**src/rtl/universal_shift_register_pkg.sv**
```systemverilog
// Shared types for the universal shift register.
// Optional feature macro: USR_ROTATE_EN (enables ROL/ROR as multi-step ops).
package usr_pkg;

  // Operation codes accepted with start.
  typedef enum logic [2:0] {
    OP_NOP  = 3'd0,
    OP_LOAD = 3'd1,
    OP_SLL  = 3'd2,
    OP_SRL  = 3'd3,
    OP_SRA  = 3'd4,
    OP_ROL  = 3'd5,
    OP_ROR  = 3'd6,
    OP_CLR  = 3'd7
  } usr_op_e;

  // Controller state: idle and accepting, or stepping through a shift.
  typedef enum logic {
    IDLE  = 1'b0,
    SHIFT = 1'b1
  } usr_state_e;

  // True for ops that take one bit-step per cycle for 'amount' cycles.
  // Without rotate support, ROL/ROR fall through as single-cycle NOPs.
  function automatic logic is_multi_step(usr_op_e op);
    case (op)
      OP_SLL, OP_SRL, OP_SRA: return 1'b1;
`ifdef USR_ROTATE_EN
      OP_ROL, OP_ROR:         return 1'b1;
`endif
      default:                return 1'b0;
    endcase
  endfunction

endpackage

```
**src/rtl/universal_shift_register_if.sv**
```systemverilog
// Request/status bundle between a controller and the universal shift register.
// Optional feature macro: USR_ROTATE_EN (no effect on this bundle).
interface universal_shift_register_if
  import usr_pkg::*;
#(
  parameter int WIDTH = 8
) ();

  localparam int CNT_W = $clog2(WIDTH + 1);

  logic             start;
  usr_op_e          op;
  logic [CNT_W-1:0] amount;
  logic [WIDTH-1:0] data_in;
  logic             ser_in;
  logic             ready;
  logic             done;
  logic [WIDTH-1:0] data_out;
  logic             ser_out;

  // Controller side: issues requests, observes status.
  modport master (
    output start, op, amount, data_in, ser_in,
    input  ready, done, data_out, ser_out
  );

  // Register side: receives requests, reports status.
  modport slave (
    input  start, op, amount, data_in, ser_in,
    output ready, done, data_out, ser_out
  );

endinterface

```
**src/rtl/universal_shift_register_step.sv**
```systemverilog
// Single-position step mux: given the current word, the op and the serial fill
// bit, produces the word after one bit-step and the bit that fell out.
// Optional feature macro: USR_ROTATE_EN (adds the ROL/ROR arms; otherwise
// no rotate wiring exists here).
module usr_step
  import usr_pkg::*;
#(
  parameter int WIDTH = 8
) (
  input  logic [WIDTH-1:0] d,
  input  usr_op_e          op,
  input  logic             ser_in,
  output logic [WIDTH-1:0] d_next,
  output logic             out_bit
);

  logic             fill_left;   // bit entering the LSB on a left step
  logic             fill_right;  // bit entering the MSB on a right step
  logic [WIDTH-1:0] shl_vec;
  logic [WIDTH-1:0] shr_vec;

  // Choose the bit that enters the vacated end for each op.
  always_comb begin
    fill_left  = ser_in;
    fill_right = ser_in;
    case (op)
      OP_SRA: fill_right = d[WIDTH-1];
`ifdef USR_ROTATE_EN
      OP_ROL: fill_left  = d[WIDTH-1];
      OP_ROR: fill_right = d[0];
`endif
      default: ;
    endcase
  end

  // Per-bit neighbour wiring for the one-position left and right moves.
  genvar gi;
  generate
    for (gi = 0; gi < WIDTH; gi++) begin : g_bit
      if (gi == 0) begin : g_lsb
        assign shl_vec[gi] = fill_left;
      end else begin : g_lsb_n
        assign shl_vec[gi] = d[gi-1];
      end
      if (gi == WIDTH - 1) begin : g_msb
        assign shr_vec[gi] = fill_right;
      end else begin : g_msb_n
        assign shr_vec[gi] = d[gi+1];
      end
    end
  endgenerate

  // Select direction; ops that do not step leave the word untouched.
  always_comb begin
    d_next  = d;
    out_bit = 1'b0;
    case (op)
      OP_SLL: begin
        d_next  = shl_vec;
        out_bit = d[WIDTH-1];
      end
      OP_SRL, OP_SRA: begin
        d_next  = shr_vec;
        out_bit = d[0];
      end
`ifdef USR_ROTATE_EN
      OP_ROL: begin
        d_next  = shl_vec;
        out_bit = d[WIDTH-1];
      end
      OP_ROR: begin
        d_next  = shr_vec;
        out_bit = d[0];
      end
`endif
      default: ;
    endcase
  end

endmodule

```
**src/rtl/universal_shift_register.sv**
```systemverilog
// Multi-mode shift register with start/done handshake. Single-cycle ops
// (NOP, LOAD, CLR, zero-amount shifts) finish at the accepting edge; shift
// and rotate ops walk one bit per cycle for 'amount' cycles.
// Optional feature macro: USR_ROTATE_EN (ROL/ROR enabled; otherwise ops 5/6
// behave as NOP).
module universal_shift_register
  import usr_pkg::*;
#(
  parameter int WIDTH = 8
) (
  input logic                       clk,
  input logic                       rst,
  universal_shift_register_if.slave bus
);

  localparam int CNT_W = $clog2(WIDTH + 1);

  usr_state_e       state_reg, state_next;
  logic [CNT_W-1:0] count_reg, count_next;
  usr_op_e          op_reg, op_next;
  logic [WIDTH-1:0] data_reg, data_next;
  logic             ser_reg, ser_next;
  logic             done_reg, done_next;

  logic [WIDTH-1:0] step_d;
  logic             step_bit;

  // The step mux always works on the latched op so mid-shift changes on
  // the request lines cannot leak in; only ser_in is live per step.
  usr_step #(
    .WIDTH(WIDTH)
  ) u_step (
    .d      (data_reg),
    .op     (op_reg),
    .ser_in (bus.ser_in),
    .d_next (step_d),
    .out_bit(step_bit)
  );

  // State and datapath registers; reset aborts any op without a done pulse.
  always_ff @(posedge clk or posedge rst) begin
    if (rst) begin
      state_reg <= IDLE;
      count_reg <= '0;
      op_reg    <= OP_NOP;
      data_reg  <= '0;
      ser_reg   <= 1'b0;
      done_reg  <= 1'b0;
    end else begin
      state_reg <= state_next;
      count_reg <= count_next;
      op_reg    <= op_next;
      data_reg  <= data_next;
      ser_reg   <= ser_next;
      done_reg  <= done_next;
    end
  end

  // Next-state and datapath update: accept in IDLE, step in SHIFT.
  always_comb begin
    state_next = state_reg;
    count_next = count_reg;
    op_next    = op_reg;
    data_next  = data_reg;
    ser_next   = ser_reg;
    done_next  = 1'b0;

    case (state_reg)
      IDLE: begin
        if (bus.start) begin
          if (is_multi_step(bus.op) && (bus.amount != '0)) begin
            op_next    = bus.op;
            count_next = bus.amount;
            state_next = SHIFT;
          end else begin
            // Single-cycle ops; zero-amount shifts and disabled rotates
            // fall through here and leave the word and ser_out alone.
            case (bus.op)
              OP_LOAD: data_next = bus.data_in;
              OP_CLR:  data_next = '0;
              default: ;
            endcase
            done_next = 1'b1;
          end
        end
      end

      SHIFT: begin
        data_next  = step_d;
        ser_next   = step_bit;
        count_next = count_reg - CNT_W'(1);
        if (count_reg == CNT_W'(1)) begin
          state_next = IDLE;
          done_next  = 1'b1;
        end
      end

      default: state_next = IDLE;
    endcase
  end

  assign bus.ready    = (state_reg == IDLE);
  assign bus.done     = done_reg;
  assign bus.data_out = data_reg;
  assign bus.ser_out  = ser_reg;

endmodule
```
**src/flat_wrapper.sv**
```systemverilog
// flat-port wrapper written by rule: the top's interface ports become plain ports
module universal_shift_register_flat import usr_pkg::*;
#(
  parameter int WIDTH = 8
)
  (clk, rst, bus_start, bus_op, bus_amount, bus_data_in, bus_ser_in, bus_ready, bus_done, bus_data_out, bus_ser_out);
  universal_shift_register_if #(.WIDTH(WIDTH)) bus_i ();
  input logic clk;
  input logic rst;
  input wire logic [$bits(bus_i.start)-1:0] bus_start;
  input wire logic [$bits(bus_i.op)-1:0] bus_op;
  input wire logic [$bits(bus_i.amount)-1:0] bus_amount;
  input wire logic [$bits(bus_i.data_in)-1:0] bus_data_in;
  input wire logic [$bits(bus_i.ser_in)-1:0] bus_ser_in;
  output wire logic [$bits(bus_i.ready)-1:0] bus_ready;
  output wire logic [$bits(bus_i.done)-1:0] bus_done;
  output wire logic [$bits(bus_i.data_out)-1:0] bus_data_out;
  output wire logic [$bits(bus_i.ser_out)-1:0] bus_ser_out;
  assign bus_i.start = bus_start;
  assign bus_i.op = bus_op;
  assign bus_i.amount = bus_amount;
  assign bus_i.data_in = bus_data_in;
  assign bus_i.ser_in = bus_ser_in;
  assign bus_ready = bus_i.ready;
  assign bus_done = bus_i.done;
  assign bus_data_out = bus_i.data_out;
  assign bus_ser_out = bus_i.ser_out;
  universal_shift_register #(.WIDTH(WIDTH)) u_core (.clk(clk), .rst(rst), .bus(bus_i));
endmodule
```
**config.mk**
```make
export PLATFORM = sky130hd
export DESIGN_NAME = universal_shift_register_flat
export DESIGN_NICKNAME = d
export VERILOG_FILES = /design/src/rtl/universal_shift_register_pkg.sv /design/src/rtl/universal_shift_register_if.sv /design/src/rtl/universal_shift_register_step.sv /design/src/rtl/universal_shift_register.sv /design/src/flat_wrapper.sv
export SDC_FILE = /design/constraint.sdc
export NUM_CORES = 1
export LEC_CHECK = 0
export CAP_MARGIN = 20
export CORE_MARGIN = 1.5
export CORE_UTILIZATION = 47
export DETAILED_ROUTE_END_ITERATION = 10
export PLACE_DENSITY = 0.81
export SLEW_MARGIN = 20
export SYNTH_ARGS = -nofsm -noshare
export SYNTH_HDL_FRONTEND = slang
export SYNTH_SLANG_ARGS = --single-unit
```
**constraint.sdc**
```tcl
create_clock -name clk -period 2.17 [get_ports clk]
set_clock_uncertainty 0.1 [all_clocks]
set_input_delay 0.434 -clock clk [delete_from_list [all_inputs] [get_ports clk]]
set_output_delay 0.434 -clock clk [all_outputs]
set_load 0.02 [all_outputs]
```
# After elaboration in Yosys (flattened, before gate mapping)
# Cells that the tools add are included.
[word_totals]
reg_bits = 18
inputBits = 19
out_inout_bits = 11
wordCells = 53
[classes]
add_sub_neg = 1
eq_ne = 15
muxes = 21
n_bitwise = 1
n_reduce_logical = 8
[ops]
columns = ["cell", "count"]
rows = [
  ["8-bit case mux with 2 select lines", 3],
  ["8-bit two-way mux", 2],
  ["3-bit by 2-bit equality test with 1-bit output, second input constant", 4],
  ["1-bit two-way mux", 10],
  ["3-bit equality test, second input constant", 3],
  ["4-bit two-way mux", 2],
  ["4-bit case mux with 2 select lines", 1],
  ["3-bit != test, second input constant", 2],
  ["1-bit case mux with 2 select lines", 3],
  ["5-bit AND reduction", 1],
  ["4-bit by 1-bit equality test with 1-bit output, second input constant", 1],
  ["2-bit != test, second input constant", 2],
  ["4-bit AND reduction", 1],
  ["4-bit nonzero test", 1],
  ["4-bit by 1-bit subtractor with 4-bit output, second input constant", 1],
  ["3-bit by 1-bit equality test with 1-bit output, second input constant", 1],
  ["3-bit by 1-bit != test with 1-bit output, second input constant", 1],
  ["3-bit AND reduction", 1],
  ["3-bit OR reduction", 1],
  ["2-bit by 1-bit != test with 1-bit output, second input constant", 1],
  ["2-bit AND reduction", 1],
  ["2-bit OR reduction", 1],
  ["1-bit logical AND", 1],
  ["1-bit NOT", 1],
]

# Depth between registers and ports, before layout
[logic_depth]
depth_word = 9
depth_mapped = 6
ltp_nobuf = 5

# Cells and area by module
# From an unflattened synthesis, not the netlist that was laid out.
[hier_totals]
cells_unflattened = 146
hier_area_um2 = 1356.3
[by_module_without_submodules]
columns = ["mod", "instances", "cells_per_inst", "area_per_inst_um2"]
rows = [
  ["universal_shift_register", 1, 88, 918.4],
  ["usr_step", 1, 58, 437.9],
]

# Worst setup path before layout
# OpenSTA, ideal clock, no wires.
[synth_timing]
kind = "reg-to-reg"
start = "register u_core.op_reg[1]"
end = "register u_core.data_reg[0], in the netlist u_core.bus.data_out[0]"
setup_time_ps = 126
arrival_ps = 1529
required_ps = 1944
slack_ps = 415
stages_incl_launch_ff = 5
n_path_buf = 0
path_cell_list = "dfrtp_1 and2b_4 a21oi_2 mux2_2 a221o_1"
[synth_between]
elab_chain_cells = 4
[synth_rtl]
columns = ["element", "line", "text"]
rows = [
  ["start, declared", "universal_shift_register.sv:20", "usr_op_e op_reg, op_next;"],
  ["start signal, assigned", "universal_shift_register.sv:52", "op_reg <= op_next;"],
  ["3-bit by 2-bit equality test with 1-bit output / 3-bit equality test (equally long branches)", "universal_shift_register_step.sv:57", "case (op)"],
  ["2-bit OR reduction", "universal_shift_register_step.sv:57", ""],
  ["8-bit case mux with 2 select lines / 3-bit != test (equally long branches)", "--", ""],
  ["8-bit case mux with 2 select lines / 4-bit AND reduction (equally long branches)", "--", ""],
  ["end signal, assigned", "universal_shift_register.sv:53", "data_reg <= data_next;"],
  ["end, declared", "universal_shift_register.sv:21", "logic [WIDTH-1:0] data_reg, data_next;"],
]
# Several ways; a longest one is shown, not always the timed one.
# A chain may end at the register's enable or synchronous reset.

# Worst setup path after layout
[layout_timing]
start = "register u_core.state_reg"
end = "output port bus_ready"
[layout_between]
elab_chain_cells = 1
[layout_rtl]
columns = ["element", "line", "text"]
rows = [
  ["start, declared", "universal_shift_register.sv:18", "usr_state_e state_reg, state_next;"],
  ["start signal, assigned", "universal_shift_register.sv:50", "state_reg <= state_next;"],
  ["1-bit NOT (no source line)", "--", ""],
  ["end, declared", "flat_wrapper.sv:15", "output wire logic [$bits(bus_i.ready)-1:0] bus_ready;"],
]
# No other way between the ends.

==> flow_metrics.env <==
export IMPL_status="finished clean"
export IMPL_ys_seq_area_frac=0.413
export IMPL_cp_cell_sequence="clkinv_1 > clkdlybuf4s50_1"
export IMPL_dieArea_mm2=0.00262
export IMPL_fin_util=0.671
export IMPL_synthFlopType="dfrtp_1"
export IMPL_final_nets=166
export IMPL_rsz0062_at_grt="no"
export IMPL_antenna_found_initial=0
export IMPL_intPower_mw=1.30
export IMPL_startpoint="u_core.state_reg"
export IMPL_seq_power_share=0.324
export IMPL_worstPathRequired_ps=1640
export IMPL_powerDensity_mw_per_mm2=1500
export IMPL_max_freq_mhz=505
export IMPL_hold_buffers=0
export IMPL_area_growth_pct=36.0
export IMPL_p_clk_frac=0.092
export IMPL_io_buffers=29
export IMPL_syn_num_nets=129
export IMPL_io_pins=30
export IMPL_clk_pin_slew_ps=110
export IMPL_ys_types=35
export IMPL_wl_mm=2.49
export IMPL_avgRoutedWirePerCell_um=14.5
export IMPL_grt_use_total=0.209
export IMPL_grt_max_degree=19
export IMPL_tritoncts="done"
export IMPL_r2r_cells=4
export IMPL_mostFrequentLayoutCells="clkdlybuf4s50_1 (29), dfrtp_1 (18), a21oi_1 (11)"
export IMPL_postSynthCellCount=108
export IMPL_hold_violations=0
export IMPL_swShare=0.418
export IMPL_core_mm2=0.00221
export IMPL_initial_core_util=0.493
export IMPL_cts_root_buffer="clkbuf_4"
export IMPL_largest_register_ffs=8
export IMPL_dr_pass1_iters=4
export IMPL_clkLatencyLatePin_ps=290
export IMPL_async_flop_share=1.00
export IMPL_slew_violations=0
export IMPL_reg2reg_from="u_core.op_reg[1]"
export IMPL_drive_above_1_share=0.174
export IMPL_max_slew_margin=0.534
export IMPL_grt_pass1_vias=878
export IMPL_cts_buffer_depth=2
export IMPL_vias=992
export IMPL_viasPerCell=5.77
export IMPL_criticalPathCategory="reg2out"
export IMPL_power_switching_uw=934
export IMPL_drt_iter0_markers=14
export IMPL_place_congestion=0.844
export IMPL_place_ws_ps=-52.9
export IMPL_endpoint_kind="primary output"
export IMPL_rows=17
export IMPL_post_route_drc_count=0
export IMPL_final_design_area_no_fill_mm2=0.00148
export IMPL_fin_tns_setup_ps=0
export IMPL_die_x_um=51.2
export IMPL_cts_resized=0
export IMPL_cts_setup_buffers=0
export IMPL_postRouteAntennaNets=0
export IMPL_path_max_fanout=7
export IMPL_p_leak_nw=0.630
export IMPL_grt_overflow_total=0
export IMPL_crit_path_top_delay_cell="clkdlybuf4s50_1"
export IMPL_grt_pass1_wl_mm=4.13
export IMPL_critPathMaxStageDelay_ps=600
export IMPL_cp_arrival_ps=1450
export IMPL_finalPower_mw=2.23
export IMPL_yosysWarnings=0
export IMPL_die_h_um=51.2
export IMPL_finalWorstSetupSlack_ps=190
export IMPL_worst_ir_drop_vdd_mv=0.779
export IMPL_postPlaceCellArea_mm2=0.00145
export IMPL_synth_edff_count=0
export IMPL_cts_buffers=3
export IMPL_final_common_cell="clkdlybuf4s50_1"
export IMPL_hpwl_mm=1.88
export IMPL_finalSetupViolCount=0
export IMPL_crit_end="bus_ready"
export IMPL_synth_seq_cells=18
export IMPL_hold_class="in2async"
export IMPL_tightest_slew_ps=696
export IMPL_clock_sinks=18
export IMPL_drv_cap=0
export IMPL_start_kind="register"
export IMPL_avgSynthCellArea_um2=10.1
export IMPL_final_min_clock_period_ps=1980
export IMPL_regToRegSetupSlack_ps=220
export IMPL_num_antenna_cells=0
export IMPL_htree_num_levels=1
export IMPL_pwr_share_comb=0.584
export IMPL_min_period_over_period=0.912
export IMPL_r2r_end="u_core.bus.data_out[6]"
export IMPL_synthesis_area_mm2=0.00109
-- synth_stat cells (2+ instances only) --
cell      instances  share of area
mux2_2            9          0.093
a221o_1           9          0.083
nor3b_1           2          0.014
a21oi_1          11          0.050
dfrtp_1          18           0.41
nand2b_1          3          0.017
inv_1             5          0.017
nor3_1            2         0.0092
xnor2_1           2          0.016
a22oi_1           3          0.021
nor2_1            7          0.024
mux2i_1           2          0.018
o21ai_0           3          0.014
ha_1              2          0.023
nor2b_1           2          0.011
buf_2             2         0.0092
nand2_1           7          0.024
a21oi_2           2          0.016
-- power by group through the flow --
stage	clock, mW	combinational (mW)	sequential [mW]
after detailed placement	0	1.29	0.726
after global placement	0	1.27	0.713
after global routing	0.221	1.43	0.752
after floorplan	0	0.830	0.766
after CTS	0.213	1.31	0.719
final	0.206	1.30	0.724
-- routing by layer --
| layer | vias up | routed length [um] | GRT usage |
|---|---|---|---|
| met2 | 29 | 1200 | 0.320 |
| met1 | 480 | 1140 | 0.300 |
| met5 | - | 0 | 0 |
| met3 | 4 | 129 | 0.0292 |
| li1 | 479 | - | - |
| met4 | 0 | 19 | 0.0721 |
-- critical path, delay by kind of cell (launching register included) --
kind,cells,cell delay (ps)
flops,1,360
buf+inv,2,800
-- final cells by class --
cell class,count,area [um^2]
clock buffer,4,36.3
fill,191,728
inverter,6,22.5
multi-input combinational,81,604
sequential,18,450
tap,28,35.0
timing repair buffer,35,335
-- logic make-up (layout without fill, tap and decap cells) --
family	after synthesis	count (layout)	synth area share
compound gates	34	34	0.228
xor+xnor	3	3	0.0241
fa+ha+maj	2	2	0.0229
buf+inv	9	45	0.0333
flops	18	18	0.413
mux	11	11	0.111
simple gates	31	31	0.167
-- stage by stage --
step           instances  hold WS, ps
2_1_floorplan        108          273
3_3_place_gp         168          402
3_5_place_dp         168          416
4_1_cts              172          354
5_1_grt              172          378
6_report             172          350
-- worst min path at each step --
stage,slack [ps],to,cells past startpoint,start
floorplan,270,u_core.bus.data_out[0],1,rst
global placement,400,u_core.bus.ser_out,2,u_core.bus.ser_out
detailed placement,420,u_core.bus.ser_out,2,u_core.bus.ser_out
CTS,350,u_core.bus.data_out[1],3,rst
global route,380,u_core.bus.data_out[1],3,rst
finish,350,u_core.bus.data_out[1],3,rst
Power figures use the tool's default switching activity.
